File: config.mk
export PLATFORM = sky130hd
export DESIGN_NAME = ai_player
export DESIGN_NICKNAME = d
export VERILOG_FILES = /design/src/rtl/ttt_pkg.sv /design/src/rtl/line_eval.sv /design/src/rtl/ai_player.sv
export SDC_FILE = /design/constraint.sdc
export NUM_CORES = 1
export LEC_CHECK = 0
export ABC_AREA = 1
export BUFFER_PORTS_ARGS = -buffer_cell sky130_fd_sc_hd__buf_2
export CAP_MARGIN = 20
export CORE_MARGIN = 2
export CORE_UTILIZATION = 39
export CTS_CLUSTER_DIAMETER = 60
export CTS_CLUSTER_SIZE = 8
export DETAILED_ROUTE_END_ITERATION = 8
export GPL_TIMING_DRIVEN = 0
export SLEW_MARGIN = 20
export SYNTH_ARGS = -nofsm -noshare
export SYNTH_HDL_FRONTEND = slang
export SYNTH_SLANG_ARGS = --single-unit
File: constraint.sdc
create_clock -name ph1 -period 7.7 [get_ports ph1]
set_clock_uncertainty 0.2 [all_clocks]
set_input_delay 1.54 -clock ph1 [delete_from_list [all_inputs] [get_ports ph1]]
set_output_delay 1.54 -clock ph1 [all_outputs]
set_load 0.1 [all_outputs]
File: src/rtl/ttt_pkg.sv
// Shared tic-tac-toe definitions: cell encodings, winning-line table,
// fallback move preference and the computer player's state set.
package ttt_pkg;

    localparam logic [1:0] EMPTY = 2'b00;
    localparam logic [1:0] X     = 2'b10;
    localparam logic [1:0] O     = 2'b11;

    localparam int         NUM_CELLS = 9;
    localparam int         NUM_LINES = 8;
    localparam logic [3:0] NO_CELL   = 4'b1111;

    // Rows, columns, then diagonals; this order is also the scan order.
    localparam logic [0:7][0:2][3:0] LINE_TABLE = '{
        '{4'd0, 4'd1, 4'd2},
        '{4'd3, 4'd4, 4'd5},
        '{4'd6, 4'd7, 4'd8},
        '{4'd0, 4'd3, 4'd6},
        '{4'd1, 4'd4, 4'd7},
        '{4'd2, 4'd5, 4'd8},
        '{4'd0, 4'd4, 4'd8},
        '{4'd2, 4'd4, 4'd6}
    };

    // Centre, corners, then edges.
    localparam logic [0:8][3:0] PICK_ORDER = '{
        4'd4, 4'd0, 4'd2, 4'd6, 4'd8, 4'd1, 4'd3, 4'd5, 4'd7
    };

    typedef enum logic [2:0] {
        IDLE,
        SCAN_WIN,
        SCAN_BLOCK,
        PICK,
        ISSUE,
        WAIT
    } aiState_t;

    function automatic logic [1:0] boardCell(input logic [17:0] board, input logic [3:0] idx);
        logic [17:0] shifted;
        shifted = board >> {idx, 1'b0};
        return shifted[1:0];
    endfunction

endpackage

File: src/rtl/line_eval.sv
// Checks one winning line: hits when two cells hold the given symbol and
// the remaining cell is empty; hitPos names the empty position (0..2).
module line_eval
    import ttt_pkg::*;
(
    input  logic [1:0] cellA,
    input  logic [1:0] cellB,
    input  logic [1:0] cellC,
    input  logic [1:0] sym,
    output logic       hit,
    output logic [1:0] hitPos
);

    logic matchA, matchB, matchC;
    logic emptyA, emptyB, emptyC;

    assign matchA = (cellA == sym);
    assign matchB = (cellB == sym);
    assign matchC = (cellC == sym);
    assign emptyA = (cellA == EMPTY);
    assign emptyB = (cellB == EMPTY);
    assign emptyC = (cellC == EMPTY);

    always_comb begin
        hit    = 1'b0;
        hitPos = 2'd0;
        if (emptyA && matchB && matchC) begin
            hit    = 1'b1;
            hitPos = 2'd0;
        end else if (matchA && emptyB && matchC) begin
            hit    = 1'b1;
            hitPos = 2'd1;
        end else if (matchA && matchB && emptyC) begin
            hit    = 1'b1;
            hitPos = 2'd2;
        end
    end

endmodule

File: src/rtl/ai_player.sv
// Computer opponent: snapshots the board on its turn, scans for a win, then a
// block, then falls back to a fixed preference, and writes exactly one move.
module ai_player
    import ttt_pkg::*;
#(
    parameter int ENABLE_WIN   = 1,
    parameter int ENABLE_BLOCK = 1
) (
    input  logic        ph1,
    input  logic        reset,
    input  logic        myTurn,
    input  logic [1:0]  mySymbol,
    input  logic [17:0] gBoard,
    input  logic        gameIsDone,
    output logic [3:0]  playerInput,
    output logic        playerWrite,
    output logic        busy
);

    aiState_t    state, stateNext;
    logic [2:0]  lineIdx, lineIdxNext;
    logic [17:0] snapshot, snapshotNext;
    logic [3:0]  chosenCell, chosenCellNext;

    logic        validSym;
    logic        abort;
    logic [1:0]  scanSym;
    logic [1:0]  cellA, cellB, cellC;
    logic        lineHit;
    logic [1:0]  hitPos;
    logic [3:0]  hitCell;
    logic [3:0]  pickCell;
    logic        pickFound;
    aiState_t    firstPhase, afterWin;

    assign validSym = (mySymbol == X) || (mySymbol == O);
    assign abort    = !myTurn || gameIsDone;
    assign scanSym  = (state == SCAN_BLOCK) ? (mySymbol ^ 2'b01) : mySymbol;
    assign busy     = (state != IDLE);

    // Disabled phases are skipped outright, so they cost no cycles.
    assign firstPhase = (ENABLE_WIN != 0)   ? SCAN_WIN   :
                        (ENABLE_BLOCK != 0) ? SCAN_BLOCK : PICK;
    assign afterWin   = (ENABLE_BLOCK != 0) ? SCAN_BLOCK : PICK;

    assign cellA = boardCell(snapshot, LINE_TABLE[lineIdx][0]);
    assign cellB = boardCell(snapshot, LINE_TABLE[lineIdx][1]);
    assign cellC = boardCell(snapshot, LINE_TABLE[lineIdx][2]);

    line_eval uLineEval (
        .cellA  (cellA),
        .cellB  (cellB),
        .cellC  (cellC),
        .sym    (scanSym),
        .hit    (lineHit),
        .hitPos (hitPos)
    );

    always_comb begin
        case (hitPos)
            2'd0:    hitCell = LINE_TABLE[lineIdx][0];
            2'd1:    hitCell = LINE_TABLE[lineIdx][1];
            default: hitCell = LINE_TABLE[lineIdx][2];
        endcase
    end

    // Walk the preference list backwards so the earliest empty entry wins.
    always_comb begin
        pickCell  = NO_CELL;
        pickFound = 1'b0;
        for (int i = NUM_CELLS - 1; i >= 0; i--) begin
            if (boardCell(snapshot, PICK_ORDER[i]) == EMPTY) begin
                pickCell  = PICK_ORDER[i];
                pickFound = 1'b1;
            end
        end
    end

    always_ff @(posedge ph1 or negedge reset) begin
        if (!reset) begin
            state      <= IDLE;
            lineIdx    <= 3'd0;
            snapshot   <= '0;
            chosenCell <= NO_CELL;
        end else begin
            state      <= stateNext;
            lineIdx    <= lineIdxNext;
            snapshot   <= snapshotNext;
            chosenCell <= chosenCellNext;
        end
    end

    always_comb begin
        stateNext      = state;
        lineIdxNext    = lineIdx;
        snapshotNext   = snapshot;
        chosenCellNext = chosenCell;
        playerWrite    = 1'b0;
        playerInput    = NO_CELL;

        case (state)
            IDLE: begin
                if (myTurn && !gameIsDone && validSym) begin
                    snapshotNext = gBoard;
                    lineIdxNext  = 3'd0;
                    stateNext    = firstPhase;
                end
            end
            SCAN_WIN, SCAN_BLOCK: begin
                if (abort) begin
                    stateNext = IDLE;
                end else if (lineHit) begin
                    chosenCellNext = hitCell;
                    stateNext      = ISSUE;
                end else if (lineIdx == 3'(NUM_LINES - 1)) begin
                    lineIdxNext = 3'd0;
                    stateNext   = (state == SCAN_WIN) ? afterWin : PICK;
                end else begin
                    lineIdxNext = lineIdx + 3'd1;
                end
            end
            PICK: begin
                if (abort) begin
                    stateNext = IDLE;
                end else if (pickFound) begin
                    chosenCellNext = pickCell;
                    stateNext      = ISSUE;
                end else begin
                    stateNext = WAIT;
                end
            end
            ISSUE: begin
                if (abort) begin
                    stateNext = IDLE;
                end else begin
                    playerWrite = 1'b1;
                    playerInput = chosenCell;
                    stateNext   = WAIT;
                end
            end
            WAIT: begin
                // Holding here until the turn ends keeps it to one write per turn.
                if (!myTurn) begin
                    stateNext = IDLE;
                end
            end
            default: stateNext = IDLE;
        endcase
    end

endmodule

==> results.md, run 1 <==
- The run finished with clean final reports.
- Along the worst path, the maximum fanout reaches 7.
- The maximum clock rate is 201 MHz.
- The required time reported for the critical path endpoint is 5960 ps.
- The worst setup path is of the in2out kind.
- The filler cells instantiated in the layout total 657.
- The final critical path time including I/O delays and setup is 4980 ps.
- The synthesized netlist net count is 411.
- After detailed routing, the number of vias per cell comes to 5.22.
- Counting flops and latches in the post-synthesis netlist gives 28.
- Buffers added to address setup during post-CTS repair amount to 0.
- Measured along the x axis, the die boundary spans 82.0 um.
- Setup repair after global routing left no endpoint under its margin.
- In this run the most critical hold path is launched from chosenCell[2].
- Global routing used 36.0% of the available met2 tracks.
- The number of global-route vias before repair is 2423.
- The max-capacitance violation count is 0.
- Summing over every cut layer, the via total after detailed routing is 2551.
- In the final timing run, aggregate negative setup slack is 0 ps.
- The count of warnings emitted by yosys is 0.
- STA puts the critical path data arrival time at 3240 ps.
- After detailed routing, the number of remaining DRC violations is 0.
- The number of levels in the clock H-tree is 1.
- The peak-usage layer in the global routing report is met2.
- After the last flow step, the layout net total stands at 445.
- Clock-pin slew was measured on the worst setup and hold paths at 90 ps.
- The floorplan has 28 rows.
- The worst supply voltage drop on vdd is 161 uV.
- The average instance area after synthesis is 6.22 um2.
- The number of endpoints with negative hold slack in the final report came to 0.
- After detailed routing, the average wire length per cell comes to 13.6 um.
- The number of optimization iterations in the first detailed-route pass is 4.
- The global route total overflow is 0.
- Counting along the longest clock path gives a buffer depth of 2.
- CTS saw 28 sinks.
- After legalization and detailed placement, the total HPWL measured 5450 um.
- After the first detailed-routing iteration, the DRC count stood at 205.
- In this run the clock root is driven by a sky130_fd_sc_hd__clkbuf_8.
- The sort of element at the end of the critical path is an output port.
- The startpoint identified for the worst register-to-register timing path is lineIdx[0].
- Entering global routing, the biggest net connects 29 pins.
- The reg-to-reg critical path endpoint is chosenCell[3].
- The wire length reported by the detailed router is 6630 um.
- The last weighted congestion value of the routability-driven placer is 0.920.
- The CTS tree is done.
- For this design the top-level I/O count stands at 30.
- The met3 routing resource usage after global routing is 2.31%.
- After synthesis the cells add up to 2370 um2.
- The total power per unit cell area is 471 nW/um2.
- The first global-routing pass estimated 11600 um of wire.
- The later pin in the worst-skew pair is clocked with a latency of 280 ps.
- Setup violations remaining at the end of the flow were counted as 0.
- The die is 82.0 um tall.
- The antenna violation net count after detailed routing is 0.
- The number of enable-type register cells in the synthesized netlist is 0.
- The pin slew with the least headroom to its limit is 777 ps.
- In this run the static leakage power is 1.42 nW.
- For this run, the register share of the synthesized area comes to 29.8%.
- The number of pins with negative max-slew slack in the final report was 0.
- 0 antenna diodes ended up in the layout.
- The initial standard-cell utilization of the core is 40.3%.
- The total power consumption of the routed design is 1.25 mW.
- STA classifies the critical path startpoint as an input pin.
- The count of cells along the worst register-to-register path is 19.
- The share of cells above drive strength 1 is 15.0%.
- The slack of the worst reg-to-reg path is 4430 ps.
- Port buffering added 29 buffers.
- The overall routing resource usage is 22.3%.
- The relative area change from synthesis to final layout is 12.4%.
- The number of antenna violations at the first check in global routing is 0.
- Once the clock tree was built, the resizer swapped 0 gates to a different size.
- In this run the tightest slew margin relative to its limit is 47.8%.
- The terminating pin of the worst hold path is chosenCell[2].
- The hold-fix buffer count after cts is 0.
- The share of synthesized flip-flops with an asynchronous set or reset is 100%.
- The number of CTS-inserted buffers is 3.
- Counting instances, the worst hold path has a depth of 2.
- In the synthesized netlist, the number of instances is 381.
- In this run the standard cell core region covers 5890 um2.
- The count of unique library cells instantiated by Yosys is 28.
- The met1 usage in global routing is 32.0%.
- The path category of the worst min-delay check is reg2reg.
- Among all flip-flop cells after synthesis, the most frequent one is sky130_fd_sc_hd__dfrtp_1.
- The final cycle utilization of the critical path is 64.7%.
- The die outline area is 6720 um2.
critical path: stages:
cell	delay [ps]
sky130_fd_sc_hd__buf_2	70
sky130_fd_sc_hd__inv_1	40
sky130_fd_sc_hd__nor2_1	210
sky130_fd_sc_hd__inv_1	180
sky130_fd_sc_hd__nor3_1	630
sky130_fd_sc_hd__buf_2	560
cell type report:
cell class | instances | area [um2] | area share [%]
Tap cell | 75 | 93.8 | 3.52
Buffer | 5 | 27.5 | 1.03
Multi-Input combinational cell | 303 | 1470 | 55.1
Timing Repair Buffer | 29 | 145 | 5.45
Inverter | 45 | 169 | 6.34
Clock buffer | 4 | 55.1 | 2.07
Sequential cell | 28 | 706 | 26.5
flip-flops by register name, summed over array words and instances, names as in the netlist:
register	count
state	3
snapshot	18
lineIdx	3
chosenCell	4
metal layers:
metal | part of all wire [%] | vias up
met2 | 44 | 72
met4 | 1.2 | 0
met3 | 5.9 | 7
li1 | - | 1304
met1 | 48 | 1168
met5 | 0 | -
cells in the mapped netlist, types with 4 or more instances:
library cell | count | area share [%]
sky130_fd_sc_hd__o21ai_2 | 5 | 1.8
sky130_fd_sc_hd__dfstp_2 | 4 | 4.4
sky130_fd_sc_hd__ha_1 | 6 | 3.2
sky130_fd_sc_hd__nor2_1 | 41 | 6.5
sky130_fd_sc_hd__inv_1 | 44 | 7.0
sky130_fd_sc_hd__o21ai_0 | 6 | 1.3
sky130_fd_sc_hd__dfrtp_1 | 24 | 25
sky130_fd_sc_hd__nand4_1 | 6 | 1.6
sky130_fd_sc_hd__a21oi_1 | 27 | 5.7
sky130_fd_sc_hd__nand3_1 | 68 | 14
sky130_fd_sc_hd__nand2_1 | 116 | 18
sky130_fd_sc_hd__nand2_2 | 7 | 1.8
where the power goes:
group / internal (mW) / switching, mW
Combinational: 0.272 / 0.605
Sequential: 0.220 / 0.0660
Clock: 0.0458 / 0.0457
Total: 0.538 / 0.716
per-stage QoR:
step	instance area, um2	cells	util [%]	setup WS (ps)	hold slack, ps
detailed placement	2610	485	44.3	2710	265
global route	2670	489	45.3	2540	305
finish	2670	489	45.3	2720	272
CTS	2670	489	45.3	2720	279
global placement	2610	485	44.3	2760	263
floorplan	2370	381	-	221	246
placed cells by master (no fill, tap or decap), types with 3 or more instances in the layout:
cell,count
sky130_fd_sc_hd__nand2_2,7
sky130_fd_sc_hd__nor2_1,41
sky130_fd_sc_hd__o31ai_1,3
sky130_fd_sc_hd__nand2_1,116
sky130_fd_sc_hd__inv_1,44
sky130_fd_sc_hd__nor3_1,3
sky130_fd_sc_hd__clkbuf_8,4
sky130_fd_sc_hd__buf_2,30
sky130_fd_sc_hd__nand4_1,6
sky130_fd_sc_hd__o21ai_0,6
sky130_fd_sc_hd__ha_1,6
sky130_fd_sc_hd__dfstp_2,4
sky130_fd_sc_hd__nor2_2,3
sky130_fd_sc_hd__dfrtp_1,24
sky130_fd_sc_hd__a21oi_1,27
sky130_fd_sc_hd__nand3_1,68
sky130_fd_sc_hd__clkbuf_1,3
sky130_fd_sc_hd__o21ai_2,5
kinds of logic after synthesis:
group	count (synthesis)	share of synthesized area, %
compound gates	45	10.8
xor+xnor	1	0.369
fa+ha+maj	6	3.17
buf+inv	50	8.28
flops	28	29.8
mux	2	0.950
simple gates	249	46.6
how the worst max path moves through the flow:
stage                     startpoint              to  slack (ps)  cells after the start
after floorplan               myTurn  playerInput[0]         220                      5
after global placement        myTurn     playerWrite        2760                      6
after detailed placement      myTurn     playerWrite        2710                      6
after CTS                     myTurn     playerWrite        2720                      6
after global routing          myTurn     playerWrite        2540                      6
final                         myTurn     playerWrite        2720                      6
(Power assumes the default switching activity.)
==> inputs of run 2 (changes only) <==
==> constraint.sdc (replaced) <==
create_clock -name ph1 -period 4.7 [get_ports ph1]
set_clock_uncertainty 0.2 [all_clocks]
set_input_delay 0.94 -clock ph1 [delete_from_list [all_inputs] [get_ports ph1]]
set_output_delay 0.94 -clock ph1 [all_outputs]
set_load 0.1 [all_outputs]
==> run 2 against run 1 <==
  * Critical path type unchanged
  * Critical endpoint unchanged
  * Register-to-register slack got worse by 3000 ps
  * Via count fell by 2.3%
  * Sequential share of layout area fell by 0.27 points
  * Sequential power rose by 64%
  * Critical path depth did not move
  * Non-clock buffer count did not move
  * Die area did not move
  * Utilization rose by 0.47 points
==> results.md, run 2 (synthesis gave the netlist of run 1 again) <==
- Commonest cells after routing, fill and taps aside: sky130_fd_sc_hd__nand2_1, sky130_fd_sc_hd__nand3_1, sky130_fd_sc_hd__inv_1, sky130_fd_sc_hd__nor2_1, sky130_fd_sc_hd__buf_2 (unchanged).
- The die outline area is 6720 um2 (unchanged).
- The most common cell after layout, fill and taps aside is sky130_fd_sc_hd__nand2_1 (unchanged).
- The max-capacitance violation count is 0 (unchanged).
- Registers with the highest flip-flop counts: snapshot (18), chosenCell (4) (unchanged).
- The number of buffers on the longest clock path is 2 (unchanged).
- The worst-case setup slack after placement was 1310 ps (was 2710 ps).
- The register containing the most flip-flops in the final layout is snapshot (unchanged).
- The wire length of the first global-routing pass was 11400 um (was 11600 um).
- The port buffer count is 29 (unchanged).
- The number of global-route vias before repair is 2434 (was 2423).
- The setup total negative slack was 0 ps (unchanged).
- The global route total overflow came to 0 (unchanged).
- The worst-case headroom to the max-slew limit is 57.8% (was 47.8%).
- The clock slew seen by the registers of the worst setup and hold paths is 100 ps (was 90 ps).
- The number of placed I/O pins is 30 (unchanged).
- The last weighted congestion value of the routability-driven placer is 0.904 (was 0.920).
- Run status: finished, final reports clean (unchanged).
- The pin slew with the least headroom to its limit is 633 ps (was 777 ps).
- The part of the total power dissipated in combinational logic is 68.5% (was 69.9%).
- The final cycle utilization of the critical path is 71.9%.
- The number of diodes is 0 (unchanged).
- The cell area reported after detailed placement is 2620 um2 (was 2610 um2).
- Setup repair after global routing missed its margin: false (unchanged).
- The flip-flop count of the largest register after layout is 18 (unchanged).
- The required time reported for the critical path endpoint is 3560 ps (was 5960 ps).
- Counting I/O delays and the setup requirement, the final critical path takes 3380 ps.
- The maximum clock rate is 296 MHz.
- The sort of element at the end of the critical path is an output port (unchanged).
- The overall routing resource usage is 21.8% (was 22.3%).
- The post-CTS resize count is 0 (unchanged).
- The largest fanout of any net on the critical path is 7 (unchanged).
- The insertion delay of the later-clocked pin in the worst-skew pair was 280 ps (about the same).
- The routed via count is 2492 (was 2551).
- The arrival time reported for the critical path endpoint is 2240 ps (was 3240 ps).
- The post-CTS repair timing setup buffer count is 0 (unchanged).
- The number of antenna violations at the first check in global routing is 0 (unchanged).
- The static power due to leakage came to 1.44 nW (was 1.42 nW).
- The per-cell routed wire length is 13.6 um (about the same).
- The wire length reported by the detailed router came to 6640 um (was 6630 um).
- The post-detailed-route via-to-cell ratio is 5.10 (was 5.22).
- The clock network power share was 9.3% (was 7.3%).
- The chip width came to 82.0 um (unchanged).
- The total power consumption of the routed design is 2.11 mW (was 1.25 mW).
- The switching component of the power came to 1.19 mW (was 0.716 mW).
- The total power per unit cell area was 783 nW/um2 (was 471 nW/um2).
- The path category of the worst min-delay check is reg2reg (unchanged).
- The setup-violating endpoint count in the final report is 0 (unchanged).
- The launching element type of the critical path is an input pin (unchanged).
- The final worst-path setup slack came to 1320 ps (was 2720 ps).
- The post-detailed-route DRC marker count is 0 (unchanged).
- The area of all placed cells without fillers came to 2690 um2 (was 2670 um2).
- The initial standard-cell utilization of the core is 40.3% (unchanged).
- The worst supply voltage drop on vdd was 282 uV (was 161 uV).
- The number of core rows came to 28 (unchanged).
- The kind of critical path is in2out (unchanged).
- The number of endpoints with negative hold slack in the final report is 0 (unchanged).
- The number of levels in the clock H-tree is 1 (unchanged).
- The relative area change from synthesis to final layout is 13.6% (was 12.4%).
- The violation count after the first detailed-routing iteration was 196 (was 205).
- The CTS tree is done (unchanged).
- The hold-fix buffer count after cts is 0 (unchanged).
- The antenna violation net count after detailed routing came to 0 (unchanged).
- The internal cell power came to 0.921 mW (was 0.538 mW).
- The number of pins with negative max-slew slack in the final report is 0 (unchanged).
- The pin count of the biggest net entering global routing is 29 (unchanged).
- The number of cells after detailed placement came to 485 (unchanged).
- The standard cell core area is 5890 um2 (unchanged).
- The number of optimization iterations in the first detailed-route pass is 5 (was 4).
- The sequential cell fraction of total power is 22.2% (was 22.8%).
- The clock tree root driver cell is sky130_fd_sc_hd__clkbuf_8 (unchanged).
- The post-layout net count is 445 (unchanged).
- The number of clock sinks seen by CTS came to 28 (unchanged).
- The HPWL after detailed placement was 5450 um (about the same).
- The height of the die was 82.0 um (unchanged).
- The share of cells above drive strength 1 is 15.2% (was 15.0%).
- The switching power as a share of total power came to 56.3% (was 57.1%).
- The number of standard cells in the layout, taps in and fillers out was 489 (unchanged).
- The number of CTS-inserted buffers is 3 (unchanged).
[run 2: cell types whose count changed in the layout (fill, tap and decap cells not counted), sizes merged]
cell	change
bufinv	+1
clkbuf	-1
[run 2: per-layer routing]
layer | part of all wire, % | vias up | global-route usage (%) | routed length (um)
met5 | 0 | - | 0 | 0
met4 | 1.3 | 0 | 6.83 | 87
met3 | 5.7 | 10 | 2.20 | 375
met2 | 43 | 56 | 33.7 | 2860
met1 | 50 | 1114 | 31.9 | 3310
li1 | - | 1312 | - | -
[run 2: power by group through the flow]
stage	Sequential (mW)	Clock, mW	Combinational (mW)
finish	0.469	0.195	1.44
global route	0.480	0.206	1.65
CTS	0.466	0.201	1.43
detailed placement	0.472	0	1.42
global placement	0.471	0	1.41
floorplan	0.433	0	1.12
[run 2: critical path: stages]
cell and delay, ps:
sky130_fd_sc_hd__buf_2 80, sky130_fd_sc_hd__inv_1 40, sky130_fd_sc_hd__nor2_1 200, sky130_fd_sc_hd__inv_1 200, sky130_fd_sc_hd__nor3_4 290, sky130_fd_sc_hd__buf_2 490
[run 2: layout make-up]
class / count / area (um2)
clock inverter: 1 / 30.0
fill: 631 / 3190
sequential: 28 / 706
timing repair buffer: 29 / 145
tap: 75 / 93.8
inverter: 45 / 169
buffer: 5 / 27.5
multi-input combinational: 303 / 1480
clock buffer: 3 / 41.3
[run 2: stage by stage]
step / hold WS (ps) / util [%]
detailed placement: 268 / 44.5
global route: 305 / 45.7
global placement: 262 / 44.5
CTS: 283 / 45.7
floorplan: 246 / -
finish: 280 / 45.7
[run 2: worst paths after layout]
check | from | to | slack [ps] | depth (start not counted)
min in group asynchronous | reset | snapshot[4] | 460 | 1
worst min-delay path | chosenCell[2] | chosenCell[2] | 280 | 2
worst max register to register | lineIdx[0] | chosenCell[1] | 1410 | 17
max in group asynchronous | reset | lineIdx[1] | 3410 | 1
worst max-delay path | myTurn | playerWrite | 1320 | 6
worst min register to register | chosenCell[2] | chosenCell[2] | 280 | 2
==> inputs of run 3 (changes only) <==
==> constraint.sdc (replaced) <==
create_clock -name ph1 -period 3.55 [get_ports ph1]
set_clock_uncertainty 0.2 [all_clocks]
set_input_delay 0.71 -clock ph1 [delete_from_list [all_inputs] [get_ports ph1]]
set_output_delay 0.71 -clock ph1 [all_outputs]
set_load 0.1 [all_outputs]
==> run 3 against run 2 <==
  * Sequential share of layout area about the same
  * Largest power group unchanged
  * Cell area is essentially flat
  * Routed wire length unchanged
  * Critical path type is now reg2reg
  * Critical endpoint is now chosenCell[1]
  * Highest routed layer unchanged
==> results.md, run 3 (synthesis gave the netlist of run 1 again) <==
- The sort of element at the end of the critical path is a flip-flop (was output port).
- Run status: finished, final reports clean (unchanged).
- The final worst-path setup slack was 351 ps (was 1320 ps).
- The required time reported for the critical path endpoint is 3560 ps (about the same).
- The clock slew seen by the registers of the worst setup and hold paths is 110 ps (was 100 ps).
- The post-layout net count is 445 (unchanged).
- The chip width is 82.0 um (unchanged).
- The path category of the worst min-delay check was in2async (was reg2reg).
- The final cycle utilization of the critical path is 90.1%.
- The post-detailed-route via-to-cell ratio is 5.10 (unchanged).
- The worst-case headroom to the max-slew limit was 57.8% (about the same).
- The met1 usage in global routing came to 31.9% (unchanged).
- The setup total negative slack is 0 ps (unchanged).
- Setup repair after global routing missed its margin: false (unchanged).
- The height of the die is 82.0 um (unchanged).
- The worst supply voltage drop on vdd came to 373 uV (was 282 uV).
- The wire length reported by the detailed router came to 6640 um (unchanged).
- The antenna violation net count after detailed routing is 0 (unchanged).
- The wire length of the first global-routing pass is 11400 um (unchanged).
- The pin slew with the least headroom to its limit is 633 ps (about the same).
- The overall routing resource usage came to 21.8% (unchanged).
- The CTS tree is done (unchanged).
- The number of core rows is 28 (unchanged).
- The pin count of the biggest net entering global routing came to 29 (unchanged).
- The number of buffers on the longest clock path is 2 (unchanged).
- The initial standard-cell utilization of the core came to 40.3% (unchanged).
- The launching element type of the critical path is a flip-flop (was input pin).
- The hold slack is 228 ps (was 280 ps).
- The kind of critical path is reg2reg (was in2out).
- The arrival time reported for the critical path endpoint is 3200 ps (was 2240 ps).
- The violation count after the first detailed-routing iteration is 196 (unchanged).
- The cell area reported after detailed placement is 2620 um2 (unchanged).
- The peak-usage layer in the global routing report is met2 (unchanged).
- The static power due to leakage is 1.43 nW (was 1.44 nW).
- The total power per unit cell area came to 1040 nW/um2 (was 783 nW/um2).
- The number of diodes was 0 (unchanged).
- The relative area change from synthesis to final layout was 13.6% (about the same).
- Registers with the highest flip-flop counts: snapshot (18), chosenCell (4) (unchanged).
- The routed via count came to 2492 (unchanged).
- The largest fanout of any net on the critical path is 7 (unchanged).
- The standard cell core area came to 5890 um2 (unchanged).
- The number of optimization iterations in the first detailed-route pass came to 5 (unchanged).
- The number of global-route vias before repair is 2434 (unchanged).
- The max-capacitance violation count came to 0 (unchanged).
- The die outline area came to 6720 um2 (unchanged).
- The number of CTS-inserted buffers is 3 (unchanged).
- The post-CTS repair timing setup buffer count is 0 (unchanged).
- The port buffer count came to 29 (unchanged).
- The register containing the most flip-flops in the final layout is snapshot (unchanged).
- The number of antenna violations at the first check in global routing was 0 (unchanged).
- The insertion delay of the later-clocked pin in the worst-skew pair is 280 ps (about the same).
- The area of all placed cells without fillers is 2690 um2 (about the same).
- The number of levels in the clock H-tree is 1 (unchanged).
- The last weighted congestion value of the routability-driven placer is 0.904 (unchanged).
- The number of clock sinks seen by CTS is 28 (unchanged).
- The clock tree root driver cell is sky130_fd_sc_hd__clkbuf_8 (unchanged).
- The post-detailed-route DRC marker count came to 0 (unchanged).
- The number of placed I/O pins came to 30 (unchanged).
- The number of endpoints with negative hold slack in the final report is 0 (unchanged).
- The worst-case setup slack after placement is 311 ps (was 1310 ps).
- The HPWL after detailed placement is 5450 um (unchanged).
- The flip-flop count of the largest register after layout is 18 (unchanged).
- The global route total overflow came to 0 (unchanged).
- The met3 routing resource usage after global routing is 2.20% (unchanged).
- The per-cell routed wire length was 13.6 um (unchanged).
- The number of pins with negative max-slew slack in the final report is 0 (unchanged).
- Static timing analysis puts the maximum clock frequency at 313 MHz.
- The most common cell after layout, fill and taps aside is sky130_fd_sc_hd__nand2_1 (unchanged).
- The met2 demand-to-capacity share in global routing is 33.7% (unchanged).
- The setup-violating endpoint count in the final report is 0 (unchanged).
- The share of cells above drive strength 1 is 15.5% (was 15.2%).
- Commonest cells after routing, fill and taps aside: sky130_fd_sc_hd__nand2_1, sky130_fd_sc_hd__nand3_1, sky130_fd_sc_hd__inv_1, sky130_fd_sc_hd__nor2_1, sky130_fd_sc_hd__buf_2 (unchanged).
- The worst path needs 3200 ps of the cycle, external delays included.
==> run 3: cell count changes in the layout (fill, tap and decap cells not counted) <==
cell / delta
sky130_fd_sc_hd__dfrtp_2: +1
sky130_fd_sc_hd__dfrtp_1: -1
==> run 3: cell type report <==
class                      count  area, um2
buffer                         5       27.5
inverter                      45        169
clock inverter                 1       30.0
clock buffer                   3       41.3
sequential                    28        707
timing repair buffer          29        145
multi-input combinational    303       1480
tap                           75       93.8
fill                         632       3190
==> run 3: repair_timing <==
action	CTS	global route
resized for setup	0	1
hold buffers	0	0
setup endpoints to repair	0	1
==> run 3: metal layers <==
| layer | routed length [um] | part of all wire, % | up-vias |
|---|---|---|---|
| met5 | 0 | 0 | - |
| met2 | 2860 | 43 | 56 |
| met1 | 3310 | 50 | 1114 |
| met4 | 87 | 1.3 | 0 |
| met3 | 375 | 5.7 | 10 |
| li1 | - | - | 1312 |
==> run 3: worst paths after layout <==
path	start	to	slack [ps]	cells past startpoint
worst max-delay path	lineIdx[0]	chosenCell[1]	350	17
worst min-delay path	reset	snapshot[4]	230	1
worst max register to register	lineIdx[0]	chosenCell[1]	350	17
worst min register to register	chosenCell[2]	chosenCell[2]	280	2
max in group asynchronous	reset	lineIdx[0]	2450	1
min in group ph1	chosenCell[2]	chosenCell[2]	280	2
==> run 3: power breakdown <==
group | total (mW) | internal, mW | switching [mW]
clock network | 0.259 | 0.151 | 0.107
logic | 1.91 | 0.591 | 1.32
registers | 0.622 | 0.478 | 0.144
==> run 3: stage by stage <==
stage / cells / util [%] / power (mW)
after floorplan: 381 / - / 2.06
after global placement: 485 / 44.5 / 2.49
after detailed placement: 485 / 44.5 / 2.51
after CTS: 489 / 45.7 / 2.78
after global routing: 489 / 45.8 / 3.09
final: 489 / 45.8 / 2.79
==> run 3: worst max-delay path: stages (launching register included) <==
cell and delay [ps]:
sky130_fd_sc_hd__dfrtp_2 470, sky130_fd_sc_hd__inv_1 170, sky130_fd_sc_hd__ha_1 280, sky130_fd_sc_hd__nor2_1 240, sky130_fd_sc_hd__inv_1 150, sky130_fd_sc_hd__o21ai_1 210, sky130_fd_sc_hd__nand3_1 160, sky130_fd_sc_hd__nand3_1 110
sky130_fd_sc_hd__nand3_1 80, sky130_fd_sc_hd__nand2_1 80, sky130_fd_sc_hd__nand2_1 80, sky130_fd_sc_hd__nor2_2 100, sky130_fd_sc_hd__nand2_2 120, sky130_fd_sc_hd__nor2_1 220, sky130_fd_sc_hd__nand2_1 100, sky130_fd_sc_hd__nand3_1 90
sky130_fd_sc_hd__nand2_1 80, sky130_fd_sc_hd__a21oi_1 180
